`src/rtl/req_pending_sched_pkg.sv`:
```
// Shared types and helpers for the request-pending scheduler.
package req_pending_sched_pkg;

  localparam int NUM_REQ = 4;

  typedef enum logic [1:0] {
    IDLE    = 2'd0,
    WAIT    = 2'd1,
    SERVICE = 2'd2,
    CLEAR   = 2'd3
  } sched_state_e;

  // Encoder Y code to D bit index (bit 0 is the highest priority, Y = 3).
  function automatic logic [1:0] idx_from_y(input logic [1:0] y);
    return 2'd3 - y;
  endfunction

  // One-hot pending mask for the bit that a given Y code refers to.
  function automatic logic [NUM_REQ-1:0] onehot_from_y(input logic [1:0] y);
    logic [NUM_REQ-1:0] m;
    m = 4'b0000;
    m[idx_from_y(y)] = 1'b1;
    return m;
  endfunction

  // Number of set bits in a request vector.
  function automatic logic [2:0] popcount4(input logic [NUM_REQ-1:0] v);
    return {2'b00, v[0]} + {2'b00, v[1]} + {2'b00, v[2]} + {2'b00, v[3]};
  endfunction

endpackage

```
`src/rtl/req_pending_sched_sync.sv`:
```
// Per-bit synchronizer chain followed by a rising-edge detector.
module req_sync_edge
  import req_pending_sched_pkg::*;
#(
  parameter int SYNC_STAGES = 2
) (
  input  logic               clk,
  input  logic               rst,
  input  logic [NUM_REQ-1:0] req_in,
  output logic [NUM_REQ-1:0] rise
);

  logic [NUM_REQ-1:0] sync_r [SYNC_STAGES];
  logic [NUM_REQ-1:0] prev_r;

  // Shift asynchronous requests through the chain and keep the previous synced value.
  always_ff @(posedge clk) begin
    if (rst) begin
      for (int i = 0; i < SYNC_STAGES; i++) begin
        sync_r[i] <= 4'b0000;
      end
      prev_r <= 4'b0000;
    end else begin
      sync_r[0] <= req_in;
      for (int i = 1; i < SYNC_STAGES; i++) begin
        sync_r[i] <= sync_r[i-1];
      end
      prev_r <= sync_r[SYNC_STAGES-1];
    end
  end

  assign rise = sync_r[SYNC_STAGES-1] & ~prev_r;

endmodule

```
`src/rtl/req_pending_sched.sv`:
```
// Sticky request capture feeding a priority encoder, with one-at-a-time
// fixed-length service of the encoded request.
module req_pending_sched
  import req_pending_sched_pkg::*;
#(
  parameter int SYNC_STAGES = 2,
  parameter int SVC_CYCLES  = 4,
  parameter int CNT_W       = 8
) (
  input  logic               clk,
  input  logic               rst,
  input  logic [NUM_REQ-1:0] req_in,
  input  logic [1:0]         enc_y,
  input  logic               enc_valid,
  output logic [NUM_REQ-1:0] enc_d,
  output logic               svc_busy,
  output logic [1:0]         svc_id,
  output logic               svc_done,
  output logic [CNT_W-1:0]   drop_cnt,
  output logic               err
);

  localparam logic [7:0]       SVC_LOAD = 8'(SVC_CYCLES - 1);
  localparam logic [CNT_W+2:0] DROP_MAX = {3'b000, {CNT_W{1'b1}}};

  logic [NUM_REQ-1:0] rise_s;
  sched_state_e       state_r, state_s;
  logic [7:0]         cnt_r, cnt_s;
  logic [NUM_REQ-1:0] enc_d_r, enc_d_s;
  logic [1:0]         svc_id_r, svc_id_s;
  logic [CNT_W-1:0]   drop_cnt_r, drop_cnt_s;
  logic               err_r, err_s;
  logic               svc_busy_r, svc_done_r;
  logic [NUM_REQ-1:0] clr_mask_s;
  logic [NUM_REQ-1:0] drop_bits_s;
  logic [CNT_W+2:0]   drop_sum_s;

  req_sync_edge #(.SYNC_STAGES(SYNC_STAGES)) u_sync (
    .clk    (clk),
    .rst    (rst),
    .req_in (req_in),
    .rise   (rise_s)
  );

  // Scheduler next state: wait one cycle for the encoder, pick, service, clear.
  always_comb begin
    state_s    = state_r;
    cnt_s      = cnt_r;
    svc_id_s   = svc_id_r;
    err_s      = err_r;
    clr_mask_s = 4'b0000;
    case (state_r)
      IDLE: begin
        if (enc_d_r != 4'b0000) begin
          state_s = WAIT;
        end else begin
          state_s = IDLE;
        end
      end
      WAIT: begin
        if (enc_valid && enc_d_r[idx_from_y(enc_y)]) begin
          svc_id_s = enc_y;
          cnt_s    = SVC_LOAD;
          state_s  = SERVICE;
        end else begin
          err_s   = 1'b1;
          state_s = IDLE;
        end
      end
      SERVICE: begin
        if (cnt_r == 8'd0) begin
          state_s = CLEAR;
        end else begin
          cnt_s   = cnt_r - 8'd1;
          state_s = SERVICE;
        end
      end
      CLEAR: begin
        clr_mask_s = onehot_from_y(svc_id_r);
        state_s    = IDLE;
      end
      default: begin
        state_s = IDLE;
      end
    endcase
  end

  // Pending merge (set beats clear) and saturating count of redundant rises.
  always_comb begin
    enc_d_s     = (enc_d_r & ~clr_mask_s) | rise_s;
    drop_bits_s = rise_s & enc_d_r & ~clr_mask_s;
    drop_sum_s  = {3'b000, drop_cnt_r} + {{CNT_W{1'b0}}, popcount4(drop_bits_s)};
    if (drop_sum_s > DROP_MAX) begin
      drop_cnt_s = {CNT_W{1'b1}};
    end else begin
      drop_cnt_s = drop_sum_s[CNT_W-1:0];
    end
  end

  // State, pending bits, counters and registered status outputs.
  always_ff @(posedge clk) begin
    if (rst) begin
      state_r    <= IDLE;
      cnt_r      <= 8'd0;
      enc_d_r    <= 4'b0000;
      svc_id_r   <= 2'd0;
      drop_cnt_r <= {CNT_W{1'b0}};
      err_r      <= 1'b0;
      svc_busy_r <= 1'b0;
      svc_done_r <= 1'b0;
    end else begin
      state_r    <= state_s;
      cnt_r      <= cnt_s;
      enc_d_r    <= enc_d_s;
      svc_id_r   <= svc_id_s;
      drop_cnt_r <= drop_cnt_s;
      err_r      <= err_s;
      svc_busy_r <= (state_s == SERVICE);
      svc_done_r <= (state_s == CLEAR);
    end
  end

  assign enc_d    = enc_d_r;
  assign svc_busy = svc_busy_r;
  assign svc_id   = svc_id_r;
  assign svc_done = svc_done_r;
  assign drop_cnt = drop_cnt_r;
  assign err      = err_r;

endmodule

```
`config.mk`:
```
export PLATFORM = sky130hd
export DESIGN_NAME = req_pending_sched
export DESIGN_NICKNAME = d
export VERILOG_FILES = /design/src/rtl/req_pending_sched_pkg.sv /design/src/rtl/req_pending_sched_sync.sv /design/src/rtl/req_pending_sched.sv
export SDC_FILE = /design/constraint.sdc
export NUM_CORES = 1
export LEC_CHECK = 0
export ABC_CLOCK_PERIOD_IN_PS = 2900
export BUFFER_PORTS_ARGS = -buffer_cell sky130_fd_sc_hd__buf_2
export CAP_MARGIN = 20
export CORE_MARGIN = 2
export CORE_UTILIZATION = 40
export DETAILED_ROUTE_END_ITERATION = 7
export PLACE_DENSITY = 0.58
export SYNTH_ARGS = -nofsm -noshare
export SYNTH_HDL_FRONTEND = slang
export SYNTH_SLANG_ARGS = --single-unit
export TNS_END_PERCENT = 30
```
`constraint.sdc`:
```
create_clock -name clk -period 2.9 [get_ports clk]
set_input_delay 0.435 -clock clk [delete_from_list [all_inputs] [get_ports clk]]
set_output_delay 0.435 -clock clk [all_outputs]
set_load 0.02 [all_outputs]
```
; Word-level counts from Yosys, hierarchy flattened
; Memories as Yosys holds them, arrays and structs flattened.
; Index checks and enable logic that the tools add are counted.
[classes]
n_addsub = 7
n_lt_le_gt_ge = 4
n_eq_ne = 7
n_mux = 18
n_bitwise = 10
reduce_logical = 9
[ops]
columns = cell, n
row1 = $mux 8, 3
row2 = $and 4x4->4, 4
row3 = $pmux 8 s2, 1
row4 = $mux 4, 3
row5 = $add 8x3->9, 1
row6 = $gt 9x8->1 const B, 1
row7 = $eq 2x2->1 const B, 4
row8 = $logic_not 8->1, 1
row9 = $not 4->4, 2
row10 = $pmux 2 s4, 1
row11 = $sub 8x1->8 const B, 1
row12 = $mux 1, 7
row13 = $lt 2x3->1 const B, 2
row14 = $ne 2x2->1 const B, 2
row15 = $or 4x4->4, 1
row16 = $reduce_and 2->1, 2
row17 = $reduce_bool 4->1, 1
row18 = $sub 2x2->2 const A, 2
row19 = $add 2x1->3, 1
row20 = $add 3x1->3, 1
row21 = $reduce_and 3->1, 1
row22 = $add 1x1->2, 1
row23 = $bmux 1 s2, 1
row24 = $demux 1 s2, 1
row25 = 8 further kinds, 10
[word_totals]
reg_bits = 31
mem_bits_rw = 8
in_bits = 9
out_inout_bits = 17
wordCells = 65
n_memories = 1
[mem_list]
columns = name, depth, word_bits, read_ports, rd_ports_with_merged_regs, write_ports, line
row1 = u_sync.sync_r, 2, 4, 2, 0, 2, req_pending_sched_sync.sv:13  ; logic [NUM_REQ-1:0] sync_r [SYNC_STAGES];

; Logic depth before layout (Yosys ltp)
[logic_depth]
word_depth = 14
ltp_mapped = 11
mapped_depth_nobuf = 11

; Cells and area by module
; A second synthesis with hierarchy kept.
[unflattened]
hier_cells = 189
area_unflattened_um2 = 1765.4
[modules_own_cells]
columns = module, instances, cells_each, area_per_inst_um2, seq_area_each_um2
row1 = req_pending_sched, 1, 160, 1373.8, 540.5
row2 = req_sync_edge, 1, 29, 391.6, 240.2

; Least setup slack after synthesis
; Ideal clock, no wire load.
[synth_timing]
path_kind = register to register
from = register state_r[0]
to = register drop_cnt_r[4], in the netlist drop_cnt[4]
setup_time_ns = 0.071
t_arrival_ns = 2.603
required_ns = 2.829
slack_ns = 0.227
stages_incl_launch_ff = 12
n_path_buf = 0
period_less_slack_ns = 2.673
path_cell_list = dfxtp_1 > ha_1 > nand2_1 > o21ai_0 > or2_2 > fa_1 > fa_1 > inv_1 > fa_1 > nand3_1 > xor2_1 > a21oi_1
[synth_via]
elab_chain_len = 10
[synth_rtl]
columns = element, line
row1 = from (decl), req_pending_sched.sv:27  ; sched_state_e state_r, state_s;
row2 = from (signal assigned), req_pending_sched.sv:112  ; state_r <= state_s;
row3 = $eq 2x2->1 (*), req_pending_sched.sv:52  ; case (state_r)
row4 = $mux 4 (*), req_pending_sched.sv:52
row5 = $not 4->4 (*), req_pending_sched.sv:91  ; drop_bits_s = rise_s & enc_d_r & ~clr_mask_s;
row6 = $and 4x4->4 (*), req_pending_sched.sv:91
row7 = $add 1x1->2, req_pending_sched_pkg.sv:28  ; return {2'b00, v[0]} + {2'b00, v[1]} + {2'b00, v[2]} + {2'b00, v[3]};
row8 = $add 2x1->3, req_pending_sched_pkg.sv:28
row9 = $add 3x1->3 (*), req_pending_sched_pkg.sv:28
row10 = $add 8x3->9 (*), req_pending_sched.sv:92  ; drop_sum_s = {3'b000, drop_cnt_r} + {{CNT_W{1'b0}}, popcount4(drop_bits_s)};
row11 = $gt 9x8->1, req_pending_sched.sv:93  ; if (drop_sum_s > DROP_MAX) begin
row12 = $mux 8 (*), req_pending_sched.sv:93
row13 = to (signal assigned), req_pending_sched.sv:107  ; drop_cnt_r <= {CNT_W{1'b0}};
row14 = to (signal assigned), req_pending_sched.sv:116  ; drop_cnt_r <= drop_cnt_s;
row15 = to (decl), req_pending_sched.sv:31  ; logic [CNT_W-1:0] drop_cnt_r, drop_cnt_s;
; Every way passes the cells marked *; elsewhere a longest branch is shown, timed or not.
; A chain may end at the register's enable or synchronous reset.

; Worst setup path in the final report
[layout_timing]
from = register state_r[0]
to = register drop_cnt_r[6], in the netlist drop_cnt[6]
; The elaborated chain is that of the path after synthesis.

==> impl_results.md <==
- Status: finished clean
- FF-to-FF Start: state_r[0]$_SDFF_PP0_
- Total routed wirelength: 3.55 mm
- Yosys top cell by area: dfxtp_1
- Fmax: around 0.36 GHz
- Total track usage: 15.5%
- Clock Power Share: 42.7%
- Switching part of the total: 23.0%
- Post-CTS Hold Buffers: 0
- Post-DP Area: between 1500 and 2000 µm²
- Synthesized area: 1750 µm²
- Warnings, synthesis: 0
- Initial antenna violation count: 0
- Largest net degree at the start of global routing: 30
- Min-delay src: req_in[0]
- Final-stage net count: between 200 and 250
- Grt ovf: 0
- Worst path arrival time: 2.96 ns
- Register area share after synthesis: 44.5%
- Mean Syn Cell Area: between 9 and 10 µm²
- Skew final: 0.00439 ns
- Total die area: 4930 µm²
- Most frequent cells in the layout: 38 x dfxtp_1, 25 x buf_2, 16 x a21oi_1
- Slew margin rel.: between 60% and 70%
- Worst hold margin: 0.350 ns
- Clock Sink Count: 39
- Internal: between 0.9 and 1 mW
- P per Cell Area: about 590 nW/µm²
- Gate power share: 11.6%
- Crit. End Element: flop
- Vias in the first global route: around 1.3k
- # rows: 24
- Reg power frac: 45.7%
- Chip height: 70.2 µm
- Asr flop ratio synth: 0%
- Layout cells sized above 1: 23.0%
- Critical path class: reg2reg
- WL per Instance: 13.4 µm
- Number of H-tree levels: 2
- Tmin final: about 2.7 ns
- Mux share of post-synthesis cell area: 1.14%
- Fin crit share: around 95%
- Compound-Gate Fraction of Synth Area: between 10% and 20%
- RSZ-0062 raised after global routing: no
- FF+latch count, synth: 39
- Ant diodes: 0
- Core box area: 4290 µm²
- Final-layout fill cell count: roughly 410
- Post-synth EDFFs: 0
- Worst-path maximum fanout: 5
- Most common cell after layout, fill and taps aside: dfxtp_1
- Setup TNS: 0 ns
- Final Slew Violations: 0
- Post-DRT Antenna Nets: 0
- Worst Hold Path Cells: 2
- DRC: 0
- Total CTS buffers: 5
- Reg clk slew, reported paths: 0.07 ns
- Hold endpoint: u_sync.sync_r[0][0]$_SDFF_PP0_
- Die width: around 70 µm
- WP data required: 3.11 ns
- Initial DRT Pass Iterations: 5
- Distinct cell type count after synthesis: 45
- Clock tree buffer depth: 2
- Register-to-Register Path Depth: 11
- XOR/XNOR share of the synthesized area: 2.00%
- Number of port buffers: 25
- Final core utilization: 48.5%
- Io pins: 26
- Detailed-route via count: 1408
- CTS tree: done
- Largest family of logic cells by synthesized area: simple AND/OR/NAND/NOR gates
- LEAKAGE: 0.824 nW
- Detailed Route Iter0 Violations: between 50 and 60
- Worst-Margin Slew: between 0.4 and 0.5 ns
- Max VDD drop: 0.000310 V
- Area share of fa/ha/maj cells after synthesis: around 7.7%
- Post-Syn Instances: 182
- Placer Congestion: 0.829
- Clock Latency Late Sink: 0.29 ns
- Reg2reg setup slack: around 0.15 ns
- Count of final setup violators: 0
- Post-Syn Nets: 200
- Worst reg2reg endpoint: drop_cnt[6]$_SDFF_PP0_
- Hold/Removal Path Class: in2reg
- Initial core utilization: 40.8%
- First-pass GRT wire length: 6.09 mm
- Top cell type's share of synthesized area: roughly 45%
- Synth top area cells: dfxtp_1 45%, nor2b_1 5.0%, a21oi_1 4.6%
- Via/cell ratio: 5.31
- Setup crit start kind: flop
- Final HPWL DP: between 2 and 3 mm
- Root Driver: clkbuf_8
- Final Hold Viols: 0
- Final instance area: ~2100 µm²
- Post-synthesis simple-gate area fraction: 20.7%
- Ys flop type: dfxtp_1
- Max_cap viols: 0
- Final total power: 1.24 mW
- Area delta synth->final: 18.9%
- Net Switching: 0.285 mW
==> cells in the mapped netlist, types with 2 or more instances <==
cell	count
mux2i_1	2
nor2_1	7
inv_1	13
a211oi_1	2
nor3_1	6
fa_1	3
o21ai_0	8
xor2_1	3
nor4_1	3
nand3_1	10
nor2b_1	14
a21oi_1	16
buf_1	2
clkbuf_1	3
dfxtp_1	39
nand2b_1	6
or2_2	3
a32o_1	5
nand2_1	4
o31ai_1	2
ha_1	6
nor3b_1	2
==> critical path, cell delays in order (launching register included) <==
cell and delay, ns:
dfxtp_2 0.34, ha_2 0.20, nand2_1 0.06, o21ai_0 0.08
or2_2 0.32, fa_1 0.52, fa_2 0.22, inv_1 0.06
fa_2 0.40, buf_4 0.16, and4b_1 0.16, nor3_1 0.15
==> repair_timing <==
| item | 4_1_cts | 5_1_grt |
|---|---|---|
| hold endpoints to repair | 0 | 0 |
| resized for setup | 0 | 4 |
| pin swaps | 1 | 1 |
| endpoints found under the setup margin | 6 | 8 |
| buffers inserted | 1 | 2 |
==> cell families (layout without fill, tap and decap cells) <==
| logic type | Yosys count | count (layout) |
|---|---|---|
| buffers and inverters | 19 | 50 |
| AND/OR/NAND/NOR | 63 | 63 |
| XOR/XNOR | 4 | 4 |
| flip-flops | 39 | 39 |
| multiplexers | 2 | 2 |
| adder cells (fa/ha/maj) | 9 | 9 |
| AO/OA/AOI/OAI | 46 | 46 |
==> through the flow <==
step / cells / setup WS (ns)
global placement: 254 / 0.0881
detailed placement: 254 / -0.0438
finish: 265 / 0.151
floorplan: 182 / 0.227
global route: 265 / 0.0192
CTS: 263 / 0.0196
==> layer usage <==
metal / wire length [µm] / GRT usage, % / part of all wire (%) / vias to the layer above
li1: - / - / - / 709
met1: 1680 / 20.4 / 47 / 658
met2: 1690 / 23.4 / 48 / 37
met3: 141 / 4.18 / 4.0 / 4
met4: 36 / 7.91 / 1.0 / 0
met5: 0 / 0 / 0 / -
==> how the worst max path moves through the flow <==
stage,end,start,slack [ns],cells after the start
floorplan,drop_cnt[4]$_SDFF_PP0_,state_r[0]$_SDFF_PP0_,0.23,11
global placement,drop_cnt[0]$_SDFF_PP0_,state_r[0]$_SDFF_PP0_,0.09,10
detailed placement,drop_cnt[1]$_SDFF_PP0_,state_r[0]$_SDFF_PP0_,-0.04,10
CTS,drop_cnt[4]$_SDFF_PP0_,state_r[0]$_SDFF_PP0_,0.02,11
global route,drop_cnt[4]$_SDFF_PP0_,state_r[1]$_SDFF_PP0_,0.02,11
finish,drop_cnt[6]$_SDFF_PP0_,state_r[0]$_SDFF_PP0_,0.15,11
==> flip-flops by register name (all words and copies together) (netlist names), 2 cells and up <==
name,count
drop_cnt,8
state_r,2
u_sync.prev_r,4
enc_d,4
u_sync.sync_r,8
svc_id,2
cnt_r,8
==> layout make-up <==
class / instances / area, µm² / share of cell area (%)
repair buffers: 29 / 155 / 7.44
multi-input cells: 124 / 901 / 43.2
flip-flops and latches: 39 / 782 / 37.5
well taps: 52 / 65.1 / 3.12
clock buffers: 6 / 72.6 / 3.48
clock inverters: 2 / 60.1 / 2.88
inverters: 13 / 48.8 / 2.34
==> power groups by stage <==
stage	Sequential (mW)	Combinational (mW)	Clock [mW]
2_1_floorplan	0.584	0.103	0
3_3_place_gp	0.578	0.142	0
3_5_place_dp	0.579	0.144	0
4_1_cts	0.566	0.145	0.543
5_1_grt	0.570	0.163	0.566
6_report	0.567	0.144	0.530
Note: power is estimated with default switching activity, not from simulation.
